$ cat src/rtl/mmio_timer_pkg.sv
// Shared constants for the MMIO timer: bus window, register offsets, TCON bits.
package mmio_timer_pkg;

  // addr[31:5] value selecting the 0x4000_0000..0x4000_001F window
  localparam logic [26:0] WinBase = 27'h2000000;

  // Word offsets decoded from addr[4:2]; 6 and 7 are reserved
  typedef enum logic [2:0] {
    OffTh      = 3'd0,
    OffTl      = 3'd1,
    OffTcon    = 3'd2,
    OffLed     = 3'd3,
    OffDigi    = 3'd4,
    OffSystick = 3'd5
  } reg_off_e;

  // TCON bit positions
  localparam int unsigned TconEn    = 0;
  localparam int unsigned TconIrqEn = 1;
  localparam int unsigned TconIrqSt = 2;

endpackage

$ cat src/rtl/mmio_timer_core.sv
// Timer core: TH reload value, TL counter, TCON control/status and irq.
module timer_core
  import mmio_timer_pkg::*;
(
  input  logic        clk,
  input  logic        rst,
  input  logic        th_we,
  input  logic        tl_we,
  input  logic        tcon_we,
  input  logic [31:0] wdata,
  output logic [31:0] th,
  output logic [31:0] tl,
  output logic [2:0]  tcon,
  output logic        irq
);

  logic [31:0] th_q, th_d;
  logic [31:0] tl_q, tl_d;
  logic [2:0]  tcon_q, tcon_d;
  logic        reload;
  logic        set_status;

  // Next-state: software TL write beats the overflow reload; status set beats a clear
  always_comb begin
    reload     = tcon_q[TconEn] && (tl_q == 32'hFFFF_FFFF) && !tl_we;
    set_status = reload && tcon_q[TconIrqEn];

    th_d = th_we ? wdata : th_q;

    tl_d = tl_q;
    if (tl_we) begin
      tl_d = wdata;
    end else if (tcon_q[TconEn]) begin
      tl_d = reload ? th_q : tl_q + 32'd1;
    end

    tcon_d = tcon_q;
    if (tcon_we) begin
      tcon_d = wdata[2:0];
    end
    tcon_d[TconIrqSt] = tcon_d[TconIrqSt] | set_status;
  end

  // State registers with synchronous reset
  always_ff @(posedge clk) begin
    if (rst) begin
      th_q   <= '0;
      tl_q   <= '0;
      tcon_q <= '0;
    end else begin
      th_q   <= th_d;
      tl_q   <= tl_d;
      tcon_q <= tcon_d;
    end
  end

  assign th   = th_q;
  assign tl   = tl_q;
  assign tcon = tcon_q;
  assign irq  = tcon_q[TconIrqEn] & tcon_q[TconIrqSt];

endmodule

$ cat src/rtl/mmio_timer.sv
// MMIO timer peripheral: bus decode, read mux, LED/DIGI registers and SYSTICK.
module mmio_timer
  import mmio_timer_pkg::*;
(
  input  logic        clk,
  input  logic        rst,
  input  logic [31:0] addr,
  input  logic [31:0] wdata,
  input  logic        mem_read,
  input  logic        mem_write,
  output logic [31:0] rdata,
  output logic        hit,
  output logic        irq,
  output logic [7:0]  led,
  output logic [11:0] digi,
  output logic [31:0] systick
);

  logic [2:0]  off;
  logic        we;
  logic [31:0] th, tl;
  logic [2:0]  tcon;
  logic [7:0]  led_q;
  logic [11:0] digi_q;
  logic [31:0] systick_q;
  logic [31:0] rd_val;
  logic        unused_addr;

  assign unused_addr = ^addr[1:0];
  assign hit = (addr[31:5] == WinBase);
  assign off = addr[4:2];
  assign we  = hit & mem_write;

  timer_core u_core (
    .clk     (clk),
    .rst     (rst),
    .th_we   (we && (off == OffTh)),
    .tl_we   (we && (off == OffTl)),
    .tcon_we (we && (off == OffTcon)),
    .wdata   (wdata),
    .th      (th),
    .tl      (tl),
    .tcon    (tcon),
    .irq     (irq)
  );

  // LED, DIGI and free-running SYSTICK; SYSTICK ignores bus writes
  always_ff @(posedge clk) begin
    if (rst) begin
      led_q     <= '0;
      digi_q    <= '0;
      systick_q <= '0;
    end else begin
      if (we && (off == OffLed))  led_q  <= wdata[7:0];
      if (we && (off == OffDigi)) digi_q <= wdata[11:0];
      systick_q <= systick_q + 32'd1;
    end
  end

  // Read mux shows pre-write register values, so read+write returns the old value
  always_comb begin
    rd_val = '0;
    case (off)
      OffTh:      rd_val = th;
      OffTl:      rd_val = tl;
      OffTcon:    rd_val = {29'b0, tcon};
      OffLed:     rd_val = {24'b0, led_q};
      OffDigi:    rd_val = {20'b0, digi_q};
      OffSystick: rd_val = systick_q;
      default:    rd_val = '0;
    endcase
    rdata = (hit && mem_read) ? rd_val : 32'h0;
  end

  assign led     = led_q;
  assign digi    = digi_q;
  assign systick = systick_q;

endmodule

$ cat config.mk
export PLATFORM = sky130hd
export DESIGN_NAME = mmio_timer
export DESIGN_NICKNAME = d
export VERILOG_FILES = /design/src/rtl/mmio_timer_pkg.sv /design/src/rtl/mmio_timer_core.sv /design/src/rtl/mmio_timer.sv
export SDC_FILE = /design/constraint.sdc
export NUM_CORES = 1
export LEC_CHECK = 0
export BUFFER_PORTS_ARGS = -buffer_cell sky130_fd_sc_hd__buf_2
export CELL_PAD_IN_SITES_DETAIL_PLACEMENT = 1
export CELL_PAD_IN_SITES_GLOBAL_PLACEMENT = 1
export CORE_ASPECT_RATIO = 1.75
export CORE_MARGIN = 1.5
export CORE_UTILIZATION = 40
export CTS_CLUSTER_SIZE = 30
export DETAILED_ROUTE_END_ITERATION = 10
export PLACE_DENSITY_LB_ADDON = 0.1
export SYNTH_ARGS = -nofsm -noshare
export SYNTH_HDL_FRONTEND = slang
export SYNTH_SLANG_ARGS = --single-unit
$ cat constraint.sdc
create_clock -name clk -period 3 [get_ports clk]
set_input_delay 0.6 -clock clk [delete_from_list [all_inputs] [get_ports clk]]
set_output_delay 0.6 -clock clk [all_outputs]
set_load 0.02 [all_outputs]
==> impl_metrics.csv <==
group,metric,value,unit
yosys,ys_warn_count,0,
pwr,pwr-share-comb,4.4,%
placed_design,hpwl,17.6,mm
cells_and_area,final-instance-count-excl-fill,1221,
grt,grt_pass1_wl,38.2,mm
grt,grt_max_degree,121,
cts,hold_buffers,0,
yosys,synth_compound_area_share,14.8,%
cts,h-tree-depth,4,
yosys,ys_seq_area_share,35.0,%
cts,cts_tree,"done",
worst_setup_path,cp-end-kind,"primary output",
outcome,status,"completed",
min_path,holdPathEnd,"u_core.th[21]",
yosys,synthMuxAreaShare,10.8,%
placed_design,gp_congestion,0.831,
pwr,seqPwrFrac,39.1,%
yosys,synth_edf_count,0,
cts,clk_pin_slew_worst_paths,50,ps
worst_setup_path,arrival,2180,ps
timing,finalSetupTns,0,ps
worst_setup_path,reg2reg_to,"u_core.tl[6]",
pwr,p_switching,905,uW
pwr,vdd_drop_max,350,uV
cts,cts_buffers,17,
routing,drt_iter0_drc,227,
yosys,ys_types,62,
cells_and_area,final_common_cell,"buf_2",
cells_and_area,layout_common_cells,"buf_2 (150), dfxtp_1 (119), nand2_1 (115)",
yosys,synth_top_area_share,35.0,%
floorplanning,fp.dieW,102,um
timing,finalMaxSlewViolations,0,
run,drv_cap,0,
floorplanning,rows,62,
worst_setup_path,r2r_cells,8,
placed_design,io_buffers,151,
routing,routedWlPerCell,19.7,um
cts,cts-resized-gates,0,
worst_setup_path,rr_startpoint,"u_core.tl[0]",
min_path,hp-start,"wdata[21]",
cells_and_area,drive_gt1_share,29.5,%
worst_setup_path,r2r_setup_slack,390,ps
yosys,synth_ff_type,"dfxtp_1",
yosys,synth.avg_cell_area,8.13,um2
cells_and_area,syn2layout_area_growth,26.8,%
routing,ant_nets,0,
floorplanning,pin_count,154,
yosys,yosysTopAreaCell,"dfxtp_1",
grt,grt.total_usage,27.4,%
cts,clk_path_buf_depth,2,
yosys,netlist_instances,837,
cts,numClockSinks,119,
cts,clock_latency,430,ps
timing,hold_violations,0,
placed_design,dp_cells,1189,
pwr,swShare,22.2,%
timing,slew_headroom,54.2,%
floorplanning,initial_core_util,41.2,%
yosys,async_flop_share,0,%
yosys,syn-cell-area,0.00681,mm2
timing,rsz0062_at_grt,"no",
floorplanning,core,0.0165,mm2
pwr,power.density,472,mW/mm2
routing,routed_via_density,5.72,
worst_setup_path,critPathRequiredTime,2400,ps
min_path,hold_path.class,"in2reg",
timing,fmax,360,MHz
grt,antenna_found_initial,0,
pwr,leakage,3.38,nW
floorplanning,fp.dieH,176,um
cts,clock-root-buffer,"clkbuf_16",
yosys,synth_top_family_by_area,"simple AND/OR/NAND/NOR gates",
timing,skew,14.5,ps
grt,first_global_vias,7328,
grt,grt_overflow,0,
routing,finalWirelength,24.1,mm
yosys,synth-seq-cells,119,
cells_and_area,diodes,0,
yosys,synthAdderAreaFrac,0.368,%
timing,setup_viol,0,
routing,routed-via-count,6989,
timing,fin_crit_sh,92.7,%
cells_and_area,final_util,52.2,%
worst_setup_path,worstSetupPathType,"in2out",
floorplanning,die-area,0.0178,mm2
yosys,syn_nets,907,
yosys,synthTopCellsByArea,"dfxtp_1 (35%), nand2_1 (6.3%), nor2_1 (6.1%)",
pwr,p_int,3.17,mW
pwr,clock_power_share,56.5,%
routing,first_pass_iters,4,
worst_setup_path,cp-start-kind,"input pin",
yosys,synthXorXnorAreaFrac,6.18,%
cts,postCtsSetupRepairBufs,0,
routing,drc,0,
worst_setup_path,crit_fanout,24,
timing,min_period,2780,ps
min_path,whs_path_depth,3,
timing,tightest_slew,682,ps
yosys,synthSimpleGateAreaFrac,28.0,%
cells_and_area,final_nets,1054,
==> worst max-delay path: stages <==
cell and delay (ps):
buf_2 100, nor4_2 310, nand4_2 170, nor3_4 160, nand2_1 90, or2_1 240, buf_12 180, nor2b_1 130
buf_2 170
==> kinds of logic (layout without fill, tap and decap cells) <==
group | count (synthesis) | count (layout)
flops | 119 | 119
mux | 61 | 61
compound gates | 161 | 161
xor+xnor | 48 | 48
fa+ha+maj | 2 | 2
buf+inv | 70 | 230
simple gates | 376 | 376
==> registers in the layout (all words and copies together), names as in the netlist <==
register	flops
u_core.tcon	3
systick	32
u_core.tl	32
u_core.th	32
led	8
digi	12
==> power by group through the flow <==
| stage | registers [mW] | logic, mW | clock network, mW |
|---|---|---|---|
| after floorplan | 1.63 | 0.0742 | 0 |
| after global placement | 1.63 | 0.172 | 0 |
| after detailed placement | 1.63 | 0.178 | 0 |
| after CTS | 1.59 | 0.179 | 2.33 |
| after global routing | 1.59 | 0.191 | 2.40 |
| final | 1.59 | 0.179 | 2.30 |
==> metrics by stage <==
step                total power, mW  hold slack [ps]  setup slack (ps)  cell area, um2
floorplan                      1.70              439             -11.8            6860
global placement               1.80              452               251            7970
detailed placement             1.80              465               205            7970
CTS                            4.10              426               196            8620
global route                   4.19              439              36.8            8630
finish                         4.07              438               219            8630
==> metal layers <==
metal	track usage, %	routed length (um)
met3	3.62	653
met1	29.0	9070
met4	10.0	556
met2	53.2	13800
met5	0	0
==> worst max-delay path by stage <==
stage                  start   endpoint  slack (ps)  cells after the start
global route        addr[22]   rdata[9]          40                      9
detailed placement  addr[15]  rdata[11]         200                      9
finish              addr[14]   rdata[8]         220                      9
CTS                 addr[14]   rdata[8]         200                      9
floorplan           addr[25]  rdata[12]         -10                      7
global placement    addr[25]   rdata[9]         250                      8
==> cell type report <==
type                    count  area [um2]
flip-flops and latches    119        2380
fillers                  2032        7900
clock buffers              20         457
well taps                 224         280
inverters                   9        33.8
clock inverters            12         199
multi-input cells         648        4170
repair buffers            189        1110
==> synthesized netlist by cell type (2+ instances only) <==
cell type	number
buf_6	4
a211o_1	3
nor3_2	2
buf_1	4
buf_4	4
o21bai_1	2
nor3_1	14
o22ai_1	9
nand3_1	32
o21ai_0	21
nor4_2	7
a22oi_1	23
and2_1	2
dfxtp_1	119
and3_1	13
or3_1	5
nor2b_1	8
o211ai_1	6
mux2_2	20
mux4_2	8
nor4_4	2
nand4_2	2
nand3b_1	4
or2_2	2
a211oi_1	12
nor2_1	110
o41ai_1	2
xor2_1	29
clkbuf_1	37
buf_2	12
inv_1	9
nand2b_1	3
a211oi_2	3
and4_1	12
nor4_1	10
o31ai_1	2
xnor2_1	19
ha_1	2
a311oi_1	3
mux2i_1	32
a21oi_1	65
a31oi_1	3
nand2_1	115
nand4_1	23
No activity file was read; power rests on OpenSTA's default activity.
